## config.mk

```make
export PLATFORM = sky130hd
export DESIGN_NAME = stack_data_memory
export DESIGN_NICKNAME = d
export VERILOG_FILES = /design/src/rtl/dmem_pkg.sv /design/src/rtl/dmem_ram.sv /design/src/rtl/stack_data_memory.sv
export SDC_FILE = /design/constraint.sdc
export NUM_CORES = 2
export LEC_CHECK = 0
export ABC_AREA = 1
export CAP_MARGIN = 40
export CORE_ASPECT_RATIO = 0.6
export CORE_UTILIZATION = 35
export CTS_BUF_LIST = sky130_fd_sc_hd__clkbuf_4
export DETAILED_ROUTE_END_ITERATION = 8
export PLACE_DENSITY = 0.56
export RECOVER_POWER = 100
export SLEW_MARGIN = 25
export SYNTH_ARGS = -nofsm -noshare
export SYNTH_HDL_FRONTEND = slang
export SYNTH_SLANG_ARGS = --single-unit
```

## constraint.sdc

```tcl
create_clock -name clk -period 4.4 [get_ports clk]
set_clock_uncertainty 0.1 [all_clocks]
set_input_delay 1.1 -clock clk [delete_from_list [all_inputs] [get_ports clk]]
set_output_delay 1.1 -clock clk [all_outputs]
set_load 0.01 [all_outputs]
```

## src/rtl/dmem_pkg.sv

```systemverilog
// dmem_pkg: shared op/state encodings for the stack data memory
package dmem_pkg;
  localparam int OP_W = 2;
  typedef enum logic [OP_W-1:0] {
    OP_LOAD  = 2'd0,
    OP_STORE = 2'd1,
    OP_PUSH  = 2'd2,
    OP_POP   = 2'd3
  } op_e;
  typedef enum logic {ST_CLEAR, ST_READY} st_e;
endpackage

```

## src/rtl/dmem_ram.sv

```systemverilog
// dmem_ram: single-port synchronous RAM with registered read data
module dmem_ram #(
  parameter int DATA_W = 8,
  parameter int ADDR_W = 8
) (
  input  logic              clk,
  input  logic              we,
  input  logic [ADDR_W-1:0] addr,
  input  logic [DATA_W-1:0] wdata,
  output logic [DATA_W-1:0] rdata
);
  logic [DATA_W-1:0] mem_q [2**ADDR_W];
  // one access per cycle: write, or read into the output register
  always_ff @(posedge clk)
    if (we) mem_q[addr] <= wdata;
    else rdata <= mem_q[addr];
endmodule

```

## src/rtl/stack_data_memory.sv

```systemverilog
// stack_data_memory: data memory with internal stack pointer, clear sweep and valid/ready requests
module stack_data_memory
  import dmem_pkg::*;
#(
  parameter int DATA_W         = 8,
  parameter int ADDR_W         = 8,
  parameter int SP_RESET       = 2**ADDR_W-1,
  parameter int STACK_LIMIT    = 2**ADDR_W-16,
  parameter int CLEAR_ON_RESET = 1
) (
  input  logic              clk,
  input  logic              rst,
  input  logic              req_valid,
  output logic              req_ready,
  input  logic [OP_W-1:0]   req_op,
  input  logic [ADDR_W-1:0] req_addr,
  input  logic [DATA_W-1:0] req_data,
  output logic              rsp_valid,
  output logic [DATA_W-1:0] rsp_data,
  output logic              rsp_err,
  output logic [ADDR_W-1:0] sp_out,
  output logic              stack_empty,
  output logic              stack_full
);
  localparam logic [ADDR_W-1:0] SP_RST  = ADDR_W'(SP_RESET);
  localparam logic [ADDR_W-1:0] SP_FULL = ADDR_W'(STACK_LIMIT-1);
  st_e               st_q;
  logic [ADDR_W-1:0] clr_q, sp_q, sp_d, ram_addr;
  logic [DATA_W-1:0] ram_wdata, ram_rdata;
  logic              ram_we, clearing, accept, push_ok, pop_ok, rsp_rd_q, rsp_err_q, rsp_valid_q;
  op_e               op;
  // request decode, SP next state and RAM port muxing (clear counter, req_addr, SP, SP+1)
  always_comb begin
    op        = op_e'(req_op);
    clearing  = st_q == ST_CLEAR;
    accept    = req_valid && req_ready;
    push_ok   = op == OP_PUSH && !stack_full;
    pop_ok    = op == OP_POP && !stack_empty;
    sp_d      = accept && push_ok ? sp_q - ADDR_W'(1) : accept && pop_ok ? sp_q + ADDR_W'(1) : sp_q;
    ram_we    = clearing || (accept && (op == OP_STORE || push_ok));
    ram_wdata = clearing ? '0 : req_data;
    ram_addr  = clearing ? clr_q :
                (op == OP_LOAD || op == OP_STORE) ? req_addr :
                op == OP_PUSH ? sp_q : sp_q + ADDR_W'(1);
  end
  // FSM, clear counter, stack pointer and response registers
  always_ff @(posedge clk)
    if (rst) begin
      st_q        <= CLEAR_ON_RESET != 0 ? ST_CLEAR : ST_READY;
      clr_q       <= '0;
      sp_q        <= SP_RST;
      rsp_valid_q <= 1'b0;
      rsp_err_q   <= 1'b0;
      rsp_rd_q    <= 1'b0;
    end else begin
      st_q        <= clearing && clr_q == '1 ? ST_READY : st_q;
      clr_q       <= clearing ? clr_q + ADDR_W'(1) : clr_q;
      sp_q        <= sp_d;
      rsp_valid_q <= accept;
      rsp_err_q   <= accept && ((op == OP_PUSH && stack_full) || (op == OP_POP && stack_empty));
      rsp_rd_q    <= accept && (op == OP_LOAD || pop_ok);
    end
  dmem_ram #(.DATA_W(DATA_W), .ADDR_W(ADDR_W)) u_ram (
    .clk  (clk),
    .we   (ram_we),
    .addr (ram_addr),
    .wdata(ram_wdata),
    .rdata(ram_rdata)
  );
  assign req_ready   = st_q == ST_READY;
  assign rsp_valid   = rsp_valid_q;
  assign rsp_err     = rsp_err_q;
  assign rsp_data    = rsp_rd_q ? ram_rdata : '0;
  assign sp_out      = sp_q;
  assign stack_empty = sp_q == SP_RST;
  assign stack_full  = sp_q == SP_FULL;
endmodule
```

[Yosys cells after proc, flatten, opt, wreduce, memory -nomap -nowiden]
Memory sizes are Yosys's and may differ from the RTL's. A register that Yosys moved wholly into a read port is not among the register bits.
Cells that the tools add are included.
Word-level totals
  output and inout port bits: 21
  memories: 1
  register bits after elaboration: 20
  logic and storage cells: 47
  RAM bits: 2048
  input bits: 21
Memories
  u_ram.mem_q: depth 256, bits a word 8, read ports 1, clocked after Yosys merged registers in 1, write ports 1, line dmem_ram.sv:12  | logic [DATA_W-1:0] mem_q [2**ADDR_W];
Cells by class
  equality and inequality tests: 6
  reduce and logical (&&, ||, !) cells: 21
  bitwise logic cells: 1
  $add $sub $neg: 3
  multiplexer cells: 9
Operators with widths (count)
  $mux 8: 7
  $eq 8x8->1 const B: 3
  $add 8x1->8 const B: 2
  $logic_and 1x1->1: 11
  $sub 8x1->8 const B: 1
  $logic_or 1x1->1: 5
  $eq 2x2->1 const B: 2
  $logic_not 1->1: 3
  $eq 2x1->1 const B: 1
  $logic_not 2->1: 1
  $mux 1: 2
  $reduce_bool 2->1: 1
  $not 1->1: 1

[Depth between registers and ports, before layout]
  depth after elaboration: 8
  depth in mapped cells: 21

[Hierarchy]
From an unflattened synthesis, not the netlist that was laid out.
Unflattened totals
  cell total of the unflattened synthesis: 8315
  area total of the unflattened synthesis: 86645.6 um2
Modules (own cells, without submodules)
  dmem_ram: area an instance 84956.5 um2, cells each 8022, instances 1
  stack_data_memory: area an instance 1689.1 um2, cells each 293, instances 1

[Worst setup path after synthesis]
No wires, ideal clock.
  path kind: input -> register
  from: input req_data[0]
  to: memory u_ram.mem_q[0][0] (data pin)
  required time: 3.527 ns
  library setup time: 0.773 ns
  slack: -0.382 ns
  stages on the path: 2
  arrival time: 3.908 ns
  cell sequence: nand2_1 > inv_1
On the way
  word-level cells in the longest chain between the ends: 1
RTL lines
  from (decl): line stack_data_memory.sv:17  | input logic [DATA_W-1:0] req_data,
  $mux 8: line stack_data_memory.sv:41  | ram_wdata = clearing ? '0 : req_data;
  via ram_wdata[0]: line stack_data_memory.sv:29  | logic [DATA_W-1:0] ram_wdata, ram_rdata;
  to (decl): line dmem_ram.sv:12
The timed path passes the listed nets, and every way through them passes these cells.

[Final worst setup path]
  from: register st_q, in the netlist req_ready
  to: memory u_ram.mem_q[162][2], enable pin
On the way
  word-level cells in the longest chain between the ends: 5
  elaborated cells between the ends (all ways): 7
  those cells by class: mux: 3; bitwise: 1; reduce/logical: 3
RTL lines
  from (decl): line stack_data_memory.sv:27  | st_e st_q;
  from (signal assigned): line stack_data_memory.sv:49  | st_q <= CLEAR_ON_RESET != 0 ? ST_CLEAR : ST_READY;
  from (signal assigned): line stack_data_memory.sv:56  | st_q <= clearing && clr_q == '1 ? ST_READY : st_q;
  $logic_and 1x1->1: line stack_data_memory.sv:36  | accept = req_valid && req_ready;
  $logic_and 1x1->1: line stack_data_memory.sv:40  | ram_we = clearing || (accept && (op == OP_STORE || push_ok));
  $logic_or 1x1->1: line stack_data_memory.sv:40
  $mux 1: line dmem_ram.sv:15  | if (we) mem_q[addr] <= wdata;
  $mux 1 (implied by the code): line dmem_ram.sv:15
Several ways; a longest one is shown, not always the timed one.

==> load_flow_metrics.sql <==
INSERT INTO impl_metrics (metric_group, metric, value, unit) VALUES
('outcome', 'outcome', 'finished with violations', ''),
('outcome', 'failing_checks', 'capacitance limit, slew limit', ''),
('worst_setup_path', 'path_class', 'flop to flop', ''),
('clock_tree', 'cts_buffer_depth', '4', ''),
('timing', 'rsz0062_at_grt', 'false', ''),
('pwr', 'cellPowerDensity', '385', 'nW/um^2'),
('pwr', 'total_chip_power', '39.5', 'mW'),
('clock_tree', 'path_clk_slew', '0.07', 'ns'),
('synth', 'mapped_nets', '8778', ''),
('drt', 'routed_wl', '279000', 'um'),
('place', 'io_buffers', '41', ''),
('synth', 'seq_area_frac_synth', '0.701', ''),
('worst_setup_path', 'startpoint_type', 'flop', ''),
('drt', 'firstDrtPassIters', '8', ''),
('synth', 'synth-async-reset-ratio', '0', ''),
('worst_setup_path', 'crit_required', '5.17', 'ns'),
('pwr', 'vdd_ir_drop_max', '0.000237', 'V'),
('floorplan', 'placement_rows', '142', ''),
('floorplan', 'die-height', '392', 'um'),
('clock_tree', 'cts_max_level', '5', ''),
('drt', 'drt-wirelength-per-cell', '21.0', 'um'),
('synth', 'mappedNetlistArea', '88600', 'um^2'),
('floorplan', 'initial_core_utilization', '0.354', ''),
('floorplan', 'die_x', '652', 'um'),
('worst_setup_path', 'timing.critical_path.fanout_max', '16', ''),
('synth', 'post-synth-top-count-cell', 'nand2_1', ''),
('hold_path', 'hold_path_startpoint', 'clr_q[0]', ''),
('final_layout', 'final_core_util', '0.410', ''),
('clock_tree', 'cts_setup_buffers', '0', ''),
('clock_tree', 'cts_repair_resize_count', '4', ''),
('worst_setup_path', 'worst_r2r_path_depth', '15', ''),
('floorplan', 'placeableCoreArea', '251000', 'um^2'),
('synth', 'post_synth_main_area_contributors', 'edfxtp_1 70%, nand2_1 21%, nand3_1 3.0%, nor2_1 1.5%, buf_2 1.3%', ''),
('place', 'gp_routability_congestion', '0.920', ''),
('place', 'placed_instance_count', '12500', ''),
('global_route', 'grt_pass1_vias', '62600', ''),
('global_route', 'grt_pass1_wl', '412000', 'um'),
('pwr', 'p_leak', '44.3', 'nW'),
('timing', 'tightestPinTransition', '2.98', 'ns'),
('timing', 'timing.final.crit_share', '0.964', ''),
('synth', 'syn_inst', '8754', ''),
('flow_run', 'drv_cap', '21', ''),
('synth', 'number_of_distinct_standard_cells_referenced_by_the_synthesized_netlist', '39', ''),
('worst_setup_path', 'crit-reg2reg-capture', 'u_ram.mem_q[162][2]', ''),
('clock_tree', 'clock_latency_reported_for_the_late_side_of_the_worst_skew_pair', '1.28', 'ns'),
('floorplan', 'io_pins', '42', ''),
('drt', 'routed-via-count', '65900', ''),
('timing', 'finalWorstSetupSlack', '0.159', 'ns'),
('timing', 'slew_headroom', '-0.986', ''),
('place', 'place_worst_setup_slack', '-0.489', 'ns'),
('synth', 'most_frequently_used_flop_master_after_synthesis', 'edfxtp_1', ''),
('worst_setup_path', 'r2r_setup_slk', '0.16', 'ns'),
('worst_setup_path', 'crit_path_top_delay_cell', 'dfxtp_1', ''),
('worst_setup_path', 'crit_path_end', 'u_ram.mem_q[162][2]', ''),
('timing', 'max_frequency', '236', 'MHz'),
('worst_setup_path', 'startpoint_of_the_most_critical_setup_path', 'req_ready', ''),
('place', 'dp_hpwl', '177000', 'um'),
('global_route', 'number_of_antenna_violations_at_the_first_check_in_global_routing', '11', ''),
('timing', 'min_period', '4.24', 'ns'),
('synth', 'netlist.top_cell.by_area', 'edfxtp_1', ''),
('synth', 'synth.top_cells.by_count', '5026 x nand2_1, 2056 x edfxtp_1, 524 x nand3_1, 355 x nor2_1, 238 x buf_2', ''),
('synth', 'synthesis.area_per_instance', '10.1', 'um^2'),
('timing', 'final.hold.worst_slack', '0.398', 'ns'),
('global_route', 'grt_util_all_layers', '0.216', ''),
('clock_tree', 'root_buffer', 'clkbuf_4', ''),
('final_layout', 'area_delta_synth_final', '16.0', '%'),
('synth', 'yosys_warnings', '0', ''),
('hold_path', 'hp-class', 'flop to flop', ''),
('final_layout', 'post_route_cells_drive_above_1_share', '0.135', ''),
('timing', 'final-max-slew-violation-count', '1497', ''),
('clock_tree', 'tritoncts.num_buffers', '467', '');
## worst max-delay path, delay by kind of cell, from the launching register on
family,cells,cell delay (ns)
AOI/OAI and AO/OA,3,0.40
buffers and inverters,8,2.15
DFF,1,0.64
and+or+nand+nor,4,0.51
## sequential cells by signal (all words and copies together), names as in the netlist
name,count
sp_out,8
rsp_valid,1
req_ready,1
u_ram.rdata,8
u_ram.mem_q,2048
rsp_rd_q,1
rsp_err,1
clr_q,8
## metrics by stage
step | TNS (ns) | instance area (um^2)
2_1_floorplan | 0 | 88700
4_1_cts | 0 | 104000
3_3_place_gp | -30.25 | 98500
6_report | 0 | 103000
3_5_place_dp | -39.10 | 98600
5_1_grt | 0 | 103000
## where the power goes
group	total [mW]	switching (mW)	leakage, nW	internal (mW)
registers	21.4	0.00680	20.9	21.4
logic	2.82	1.99	20.0	0.838
clock network	15.3	7.76	3.51	7.55
total	39.5	9.75	44.3	29.8
## layout make-up
cell class              count  area, um^2
diodes                      7        17.5
clock buffers             705        5290
clock inverters           106         559
fillers                 24600      148000
inverters                  54         225
multi-input cells        6119       24100
flip-flops and latches   2076       62100
well taps                3384        4230
repair buffers            824        6230
## worst min path at each step
stage / endpoint / depth (start not counted)
3_5_place_dp: clr_q[0] / 2
3_3_place_gp: clr_q[0] / 2
5_1_grt: rsp_valid / 3
2_1_floorplan: clr_q[0] / 2
4_1_cts: rsp_valid / 3
6_report: clr_q[0] / 2
## logic make-up (layout without fill, tap and decap cells)
| logic type | count (synthesis) | count (layout) | share of synthesized area |
|---|---|---|---|
| and+or+nand+nor | 5932 | 5932 | 0.260 |
| adders and majority gates | 3 | 3 | 0.000424 |
| other | 0 | 7 | 0 |
| AOI/OAI and AO/OA | 178 | 178 | 0.0108 |
| DFF | 2076 | 2076 | 0.701 |
| xor gates and xnor gates | 6 | 6 | 0.000593 |
| buffers and inverters | 559 | 1689 | 0.0275 |
## routing by layer
metal | wire length, um | GRT usage | vias up
met1 | 129000 | 0.330 | 31600
met3 | 34200 | 0.0674 | 386
li1 | - | - | 30700
met2 | 111000 | 0.292 | 3200
met4 | 5550 | 0.0539 | 0
met5 | 0 | 0 | -
## layout by cell type (no fill, tap or decap), types with 19 or more instances in the layout
cell type and count:
nand2_1 5021, edfxtp_1 2056, clkbuf_4 719, nand3_1 524, nor2_1 354, buf_4 315, clkbuf_1 219, clkbuf_2 140
buf_12 89, clkinv_1 83, o21ai_1 81, o21ai_0 62, inv_1 38, clkdlybuf4s50_1 21, dlygate4sd3_1 19
(Power assumes the default switching activity.)
